$ cat src/rtl/uart_pkg.sv
// Shared definitions for the oversampling UART receiver: FSM state codes,
// parity mode constants and the expected-parity helper.
package uart_pkg;

    typedef logic [2:0] uart_rx_state_t;

    localparam uart_rx_state_t ST_IDLE   = 3'd0;
    localparam uart_rx_state_t ST_START  = 3'd1;
    localparam uart_rx_state_t ST_DATA   = 3'd2;
    localparam uart_rx_state_t ST_PARITY = 3'd3;
    localparam uart_rx_state_t ST_STOP   = 3'd4;

    localparam int UART_PAR_NONE = 0;
    localparam int UART_PAR_ODD  = 1;
    localparam int UART_PAR_EVEN = 2;

    localparam int UART_MAX_DATA_BITS = 9;

    // Parity bit a sender must append so the frame meets the given mode.
    // Unused upper data bits must be zero.
    function automatic logic uart_parity(input logic [UART_MAX_DATA_BITS-1:0] data,
                                         input int mode);
        logic ones;
        logic result;
        ones   = ^data;
        result = 1'b0;
        if (mode == UART_PAR_ODD) begin
            result = ~ones;
        end else if (mode == UART_PAR_EVEN) begin
            result = ones;
        end
        return result;
    endfunction

endpackage

$ cat src/rtl/uart_bit_sampler.sv
// Front end of the receiver: 2-FF synchronizer, falling-edge detect,
// per-bit phase counter and a 3-point majority vote around the bit centre.
module uart_bit_sampler
    import uart_pkg::*;
#(
    parameter int CLK_PER_BIT = 16
) (
    input  logic i_clk,
    input  logic i_rst,
    input  logic i_rxd,
    input  logic i_start,
    input  logic i_run,
    output logic o_rxd_fell,
    output logic o_line_high,
    output logic o_bit_val,
    output logic o_bit_rdy,
    output logic o_bit_end
);

    localparam int MID = CLK_PER_BIT / 2;
    localparam int CW  = $clog2(CLK_PER_BIT);

    localparam logic [CW-1:0] C_VOTE_A = CW'(MID - 1);
    localparam logic [CW-1:0] C_VOTE_B = CW'(MID);
    localparam logic [CW-1:0] C_VOTE_C = CW'(MID + 1);
    localparam logic [CW-1:0] C_LAST   = CW'(CLK_PER_BIT - 1);

    logic          r_sync1;
    logic          r_sync2;
    logic          r_prev;
    logic [1:0]    r_warm;
    logic [CW-1:0] r_bit_cnt;
    logic          r_vote_a;
    logic          r_vote_b;

    // Synchronize the pin, keep one older sample for edge detection, and
    // track when the synchronizer holds real line samples again after reset
    // (its forced-high reset value must not look like an idle line).
    always_ff @(posedge i_clk) begin
        if (i_rst) begin
            r_sync1 <= 1'b1;
            r_sync2 <= 1'b1;
            r_prev  <= 1'b1;
            r_warm  <= 2'b00;
        end else begin
            r_sync1 <= i_rxd;
            r_sync2 <= r_sync1;
            r_prev  <= r_sync2;
            r_warm  <= {r_warm[0], 1'b1};
        end
    end

    // Bit phase counter. The cycle in which the start edge is seen counts as
    // phase 0, so the counter is loaded with 1 on the following clock.
    always_ff @(posedge i_clk) begin
        if (i_rst) begin
            r_bit_cnt <= '0;
        end else if (i_start) begin
            r_bit_cnt <= CW'(1);
        end else if (i_run) begin
            r_bit_cnt <= (r_bit_cnt == C_LAST) ? '0 : r_bit_cnt + CW'(1);
        end else begin
            r_bit_cnt <= '0;
        end
    end

    // Capture the two early vote samples; the third is the live sample.
    always_ff @(posedge i_clk) begin
        if (i_rst) begin
            r_vote_a <= 1'b1;
            r_vote_b <= 1'b1;
        end else if (i_run) begin
            if (r_bit_cnt == C_VOTE_A) r_vote_a <= r_sync2;
            if (r_bit_cnt == C_VOTE_B) r_vote_b <= r_sync2;
        end
    end

    assign o_rxd_fell  = r_prev & ~r_sync2;
    assign o_line_high = r_warm[1] & r_sync2;
    assign o_bit_val   = (r_vote_a & r_vote_b) | (r_vote_a & r_sync2) | (r_vote_b & r_sync2);
    assign o_bit_rdy   = i_run && (r_bit_cnt == C_VOTE_C);
    assign o_bit_end   = i_run && (r_bit_cnt == C_LAST);

endmodule

$ cat src/rtl/uart_rx_oversampled.sv
// Oversampling UART receiver: frame FSM, data shift register, parity and
// stop checks, and the registered output word with error pulses.
module uart_rx_oversampled
    import uart_pkg::*;
#(
    parameter int CLK_PER_BIT = 16,
    parameter int DATA_BITS   = 8,
    parameter int PARITY      = 0,
    parameter int STOP_BITS   = 1
) (
    input  logic                 i_clk,
    input  logic                 i_rst,
    input  logic                 i_rxd,
    output logic [DATA_BITS-1:0] o_rx_data,
    output logic                 o_rx_valid,
    output logic                 o_rx_frame_err,
    output logic                 o_rx_parity_err,
    output logic                 o_rx_busy
);

    localparam int P        = (PARITY != UART_PAR_NONE) ? 1 : 0;
    localparam int LAST_IDX = DATA_BITS + P + STOP_BITS;

    uart_rx_state_t       r_state;
    logic                 r_armed;
    logic [3:0]           r_bit_idx;
    logic [DATA_BITS-1:0] r_shift;
    logic                 r_frame_err;
    logic                 r_parity_err;

    logic w_rxd_fell;
    logic w_line_high;
    logic w_bit_val;
    logic w_bit_rdy;
    logic w_bit_end;
    logic w_start;
    logic w_run;
    logic w_stop_bad;

    assign w_run      = (r_state != ST_IDLE);
    assign w_start    = (r_state == ST_IDLE) && r_armed && w_rxd_fell;
    assign w_stop_bad = r_frame_err | ~w_bit_val;

    uart_bit_sampler #(
        .CLK_PER_BIT(CLK_PER_BIT)
    ) u_sampler (
        .i_clk      (i_clk),
        .i_rst      (i_rst),
        .i_rxd      (i_rxd),
        .i_start    (w_start),
        .i_run      (w_run),
        .o_rxd_fell (w_rxd_fell),
        .o_line_high(w_line_high),
        .o_bit_val  (w_bit_val),
        .o_bit_rdy  (w_bit_rdy),
        .o_bit_end  (w_bit_end)
    );

    // Frame FSM: decisions are taken at each vote resolution; the bit index
    // advances at each bit end. The frame completes at the last stop vote
    // without waiting for the bit end, so a slow sender is tolerated.
    always_ff @(posedge i_clk) begin
        if (i_rst) begin
            r_state         <= ST_IDLE;
            r_armed         <= 1'b0;
            r_bit_idx       <= '0;
            r_shift         <= '0;
            r_frame_err     <= 1'b0;
            r_parity_err    <= 1'b0;
            o_rx_data       <= '0;
            o_rx_valid      <= 1'b0;
            o_rx_frame_err  <= 1'b0;
            o_rx_parity_err <= 1'b0;
            o_rx_busy       <= 1'b0;
        end else begin
            o_rx_valid      <= 1'b0;
            o_rx_frame_err  <= 1'b0;
            o_rx_parity_err <= 1'b0;
            if (w_bit_end) begin
                r_bit_idx <= r_bit_idx + 4'd1;
            end
            case (r_state)
                ST_IDLE: begin
                    if (w_line_high) begin
                        r_armed <= 1'b1;
                    end
                    if (w_start) begin
                        r_state      <= ST_START;
                        r_bit_idx    <= '0;
                        r_frame_err  <= 1'b0;
                        r_parity_err <= 1'b0;
                        o_rx_busy    <= 1'b1;
                    end
                end
                ST_START: begin
                    if (w_bit_rdy) begin
                        if (w_bit_val) begin
                            r_state   <= ST_IDLE;
                            o_rx_busy <= 1'b0;
                        end else begin
                            r_state <= ST_DATA;
                        end
                    end
                end
                ST_DATA: begin
                    if (w_bit_rdy) begin
                        r_shift <= {w_bit_val, r_shift[DATA_BITS-1:1]};
                        if (r_bit_idx == 4'(DATA_BITS)) begin
                            r_state <= (P != 0) ? ST_PARITY : ST_STOP;
                        end
                    end
                end
                ST_PARITY: begin
                    if (w_bit_rdy) begin
                        r_parity_err <= (w_bit_val !=
                            uart_parity(UART_MAX_DATA_BITS'(r_shift), PARITY));
                        r_state      <= ST_STOP;
                    end
                end
                ST_STOP: begin
                    if (w_bit_rdy) begin
                        if (r_bit_idx == 4'(LAST_IDX)) begin
                            r_state         <= ST_IDLE;
                            o_rx_busy       <= 1'b0;
                            o_rx_valid      <= 1'b1;
                            o_rx_data       <= r_shift;
                            o_rx_frame_err  <= w_stop_bad;
                            o_rx_parity_err <= r_parity_err;
                            if (w_stop_bad) begin
                                r_armed <= 1'b0;
                            end
                        end else begin
                            r_frame_err <= w_stop_bad;
                        end
                    end
                end
                default: begin
                    r_state   <= ST_IDLE;
                    o_rx_busy <= 1'b0;
                end
            endcase
        end
    end

endmodule

$ cat config.mk
export PLATFORM = sky130hd
export DESIGN_NAME = uart_rx_oversampled
export DESIGN_NICKNAME = d
export VERILOG_FILES = /design/src/rtl/uart_pkg.sv /design/src/rtl/uart_bit_sampler.sv /design/src/rtl/uart_rx_oversampled.sv
export SDC_FILE = /design/constraint.sdc
export NUM_CORES = 1
export LEC_CHECK = 0
export CORE_MARGIN = 2
export CORE_UTILIZATION = 60
export CTS_CLUSTER_SIZE = 28
export DETAILED_ROUTE_END_ITERATION = 7
export GPL_TIMING_DRIVEN = 0
export PLACE_DENSITY = 0.89
export SETUP_SLACK_MARGIN = 0.5
export SYNTH_ARGS = -nofsm -noshare
export SYNTH_HDL_FRONTEND = slang
export SYNTH_HIERARCHICAL = 1
export SYNTH_SLANG_ARGS = --single-unit
$ cat constraint.sdc
create_clock -name i_clk -period 5.9 [get_ports i_clk]
set_input_delay 1.77 -clock i_clk [delete_from_list [all_inputs] [get_ports i_clk]]
set_output_delay 1.77 -clock i_clk [all_outputs]
set_load 0.1 [all_outputs]
==> metrics.cfg <==
[status]
status=complete, but fails checks
failed_checks=DRC

[setup_path]
cpMaxStageDelayCell=clkdlybuf4s50_1
path_buf_inv=1
crit_required_ps=4130
critical_path.max_fanout=2
start_kind=flop
cp-end-kind=output port
max_stage_delay_ps=1140
crit_type=reg -> out
regToRegStartpoint=r_state[0]$_SDFFE_PP0P_
critical_path.top_delay_family=buffers and inverters
crit_start=o_rx_data[5]$_SDFFE_PP0P_
reg2reg_slack_ps=3490
critPathArrivalTime_ps=1840
worstPathCellList=clkdlybuf4s50_1
worstReg2RegEnd=r_armed$_SDFFE_PP0P_
r2r.worst_path.cells=8

[synth]
post_synth_xor_area_fraction=0.02449
yosysUniqueCellTypes=43
synth_ff_type=dfxtp_1
seq_area_frac_synth=0.4591
synthCells=178
synth-compound-area-share=0.06368
synth_top_area_cell=dfxtp_1
synthAdderAreaFrac=0.04759
synth_top_family_by_area=simple AND/OR/NAND/NOR gates
netlist.area_leader.share=0.4591
synth_mux_area_frac=0.1120
syn_nets=187
avgSynthCellArea_um2=10.04
synth_edf_count=0
synthTopCellsByArea=dfxtp_1, mux2i_1, nor2_1
ys_ff_latch=41
synth_area_um2=1788
synth-simple-area-share=0.2442
async_flop_share=0
yosysWarnings=6

[floorplan]
start_util=0.6374
dieWidth_um=58.59
row_count=19
dieArea_um2=3433
pin_count=15
fp.dieH_um=58.59
core_area_um2=2805

[global_route]
grt_overflow=0
grt_pass1_wl_um=5602
grt_antenna_before_repair=0
grt_max_degree=14
grt.total_usage=0.2164
first_global_vias=1246

[timing]
whs_ps=429.4
finalHoldViolations=0
fmax_mhz=276.7
rsz0062_at_grt=no
final.setup.worst_slack_ps=2286
finClkSkew_ps=6.393
final.min_clock_period_ps=3614
maxSlewHeadroom=0.3427
tns_ps=0
setup_viol=0
worst_pin_slew_ps=982.9
finalCritPeriodShare=0.6125
slew_viol_final=0

[pwr]
vdd_drop_max_mv=0.1851
fin_total_pwr_mw=0.4931
p_leak_nw=0.8303
p_per_area_nw_per_um2=239.9

[final_layout]
nNetsFinal=208
final_common_cell=dfxtp_1
final_cell_area_um2=2056
area_growth_pct=14.98
final_core_util=0.7328
final_cell_mix=dfxtp_1, nor2_1, mux2i_1
diodes=0
layout.cells.non_filler=231
layout-drive-gt1-share=0.1200

[detailed_routing]
first_iter_violations=47
via_per_inst=5.597
post_drt_wl_per_cell_um=13.88
routed_wl_um=3206
drtAntennaViolNets=0
drc=1
dr.pass1.iters=6
vias=1293

[worst_hold_path]
hold_end=u_sampler/r_sync2$_SDFF_PP1_
hold_class=reg -> reg
min_from=u_sampler/r_sync1$_SDFF_PP1_
whs_path_depth=1

[clock_network]
insertion_delay_ps=340
postCtsResizedCells=0
cts_root_buffer=clkbuf_4
cts-buffers-inserted=5
cts_hold_buf=0
cts_tree=yes
clock-sinks=41
cts.htree.levels=2
clk_path_buf_depth=2
clk_pin_slew_worst_paths_ps=120
cts_setup_buffers=0

[place]
dpl-instance-area_um2=1967
dpl.cell_count=223
hpwl_um=2390
gp_congestion=0.9047
io_buffers=14
dp_slack_ps=2433

[run]
drv_cap=0

## cell type report
type	count	area [um^2]
clock buffers	6	51.30
plain buffers	8	53.80
multi-input cells	120	879.6
fillers	207	749.5
repair buffers	14	140.1
clock inverters	2	37.54
flip-flops and latches	41	820.8
well taps	31	38.79
inverters	9	33.78
## cell families after synthesis
logic type,after synthesis
AOI/OAI and AO/OA,13
xor gates and xnor gates,5
adders and majority gates,7
buffers and inverters,17
DFF,41
muxes,20
and+or+nand+nor,75
## cells in the mapped netlist (all sizes together) (2+ instances only)
master  count
nand3b      3
dfxtp      41
a21oi       4
nor4b       2
nand3       8
nand4       2
or2         2
nor3b       2
nor3        7
inv         9
mux2i      20
nor2b       5
and3b       2
o21a        2
and3        2
nand4b      2
clkbuf      3
nor2       28
nand2       5
buf         5
xor2        4
ha          6
and2        2
## flip-flops by register name, indices dropped and copies added, names as in the netlist
signal / count
u_sampler/r_prev: 1
u_sampler/r_sync1: 1
u_sampler/r_bit_cnt: 4
o_rx_busy: 1
r_shift: 8
r_frame_err: 1
o_rx_valid: 1
o_rx_data: 8
o_rx_frame_err: 1
u_sampler/r_warm: 2
u_sampler/r_vote_a: 1
r_bit_idx: 4
o_rx_parity_err: 1
r_state: 3
r_parity_err: 1
r_armed: 1
u_sampler/r_vote_b: 1
u_sampler/r_sync2: 1
## where the power goes
part | leakage (nW) | internal [mW] | switching (mW)
registers | 0.332 | 0.280 | 0.00263
logic | 0.454 | 0.00920 | 0.0139
clock network | 0.0445 | 0.101 | 0.0870
## metal layers
metal,GRT usage,vias up,wire (um)
met5,0,-,0
met2,0.3644,28,1667
met1,0.2521,604,1324
met3,0.05934,9,124
li1,-,652,-
met4,0.1104,0,89
## how the worst max path moves through the flow
stage	end	slack, ps	depth (start not counted)
detailed placement	r_armed$_SDFFE_PP0P_	2430	4
global route	o_rx_data[1]	2230	1
finish	o_rx_data[5]	2290	1
CTS	o_rx_data[5]	2260	1
global placement	r_armed$_SDFFE_PP0P_	2450	4
floorplan	o_rx_data[0]	3210	0
Power figures use the tool's default switching activity.
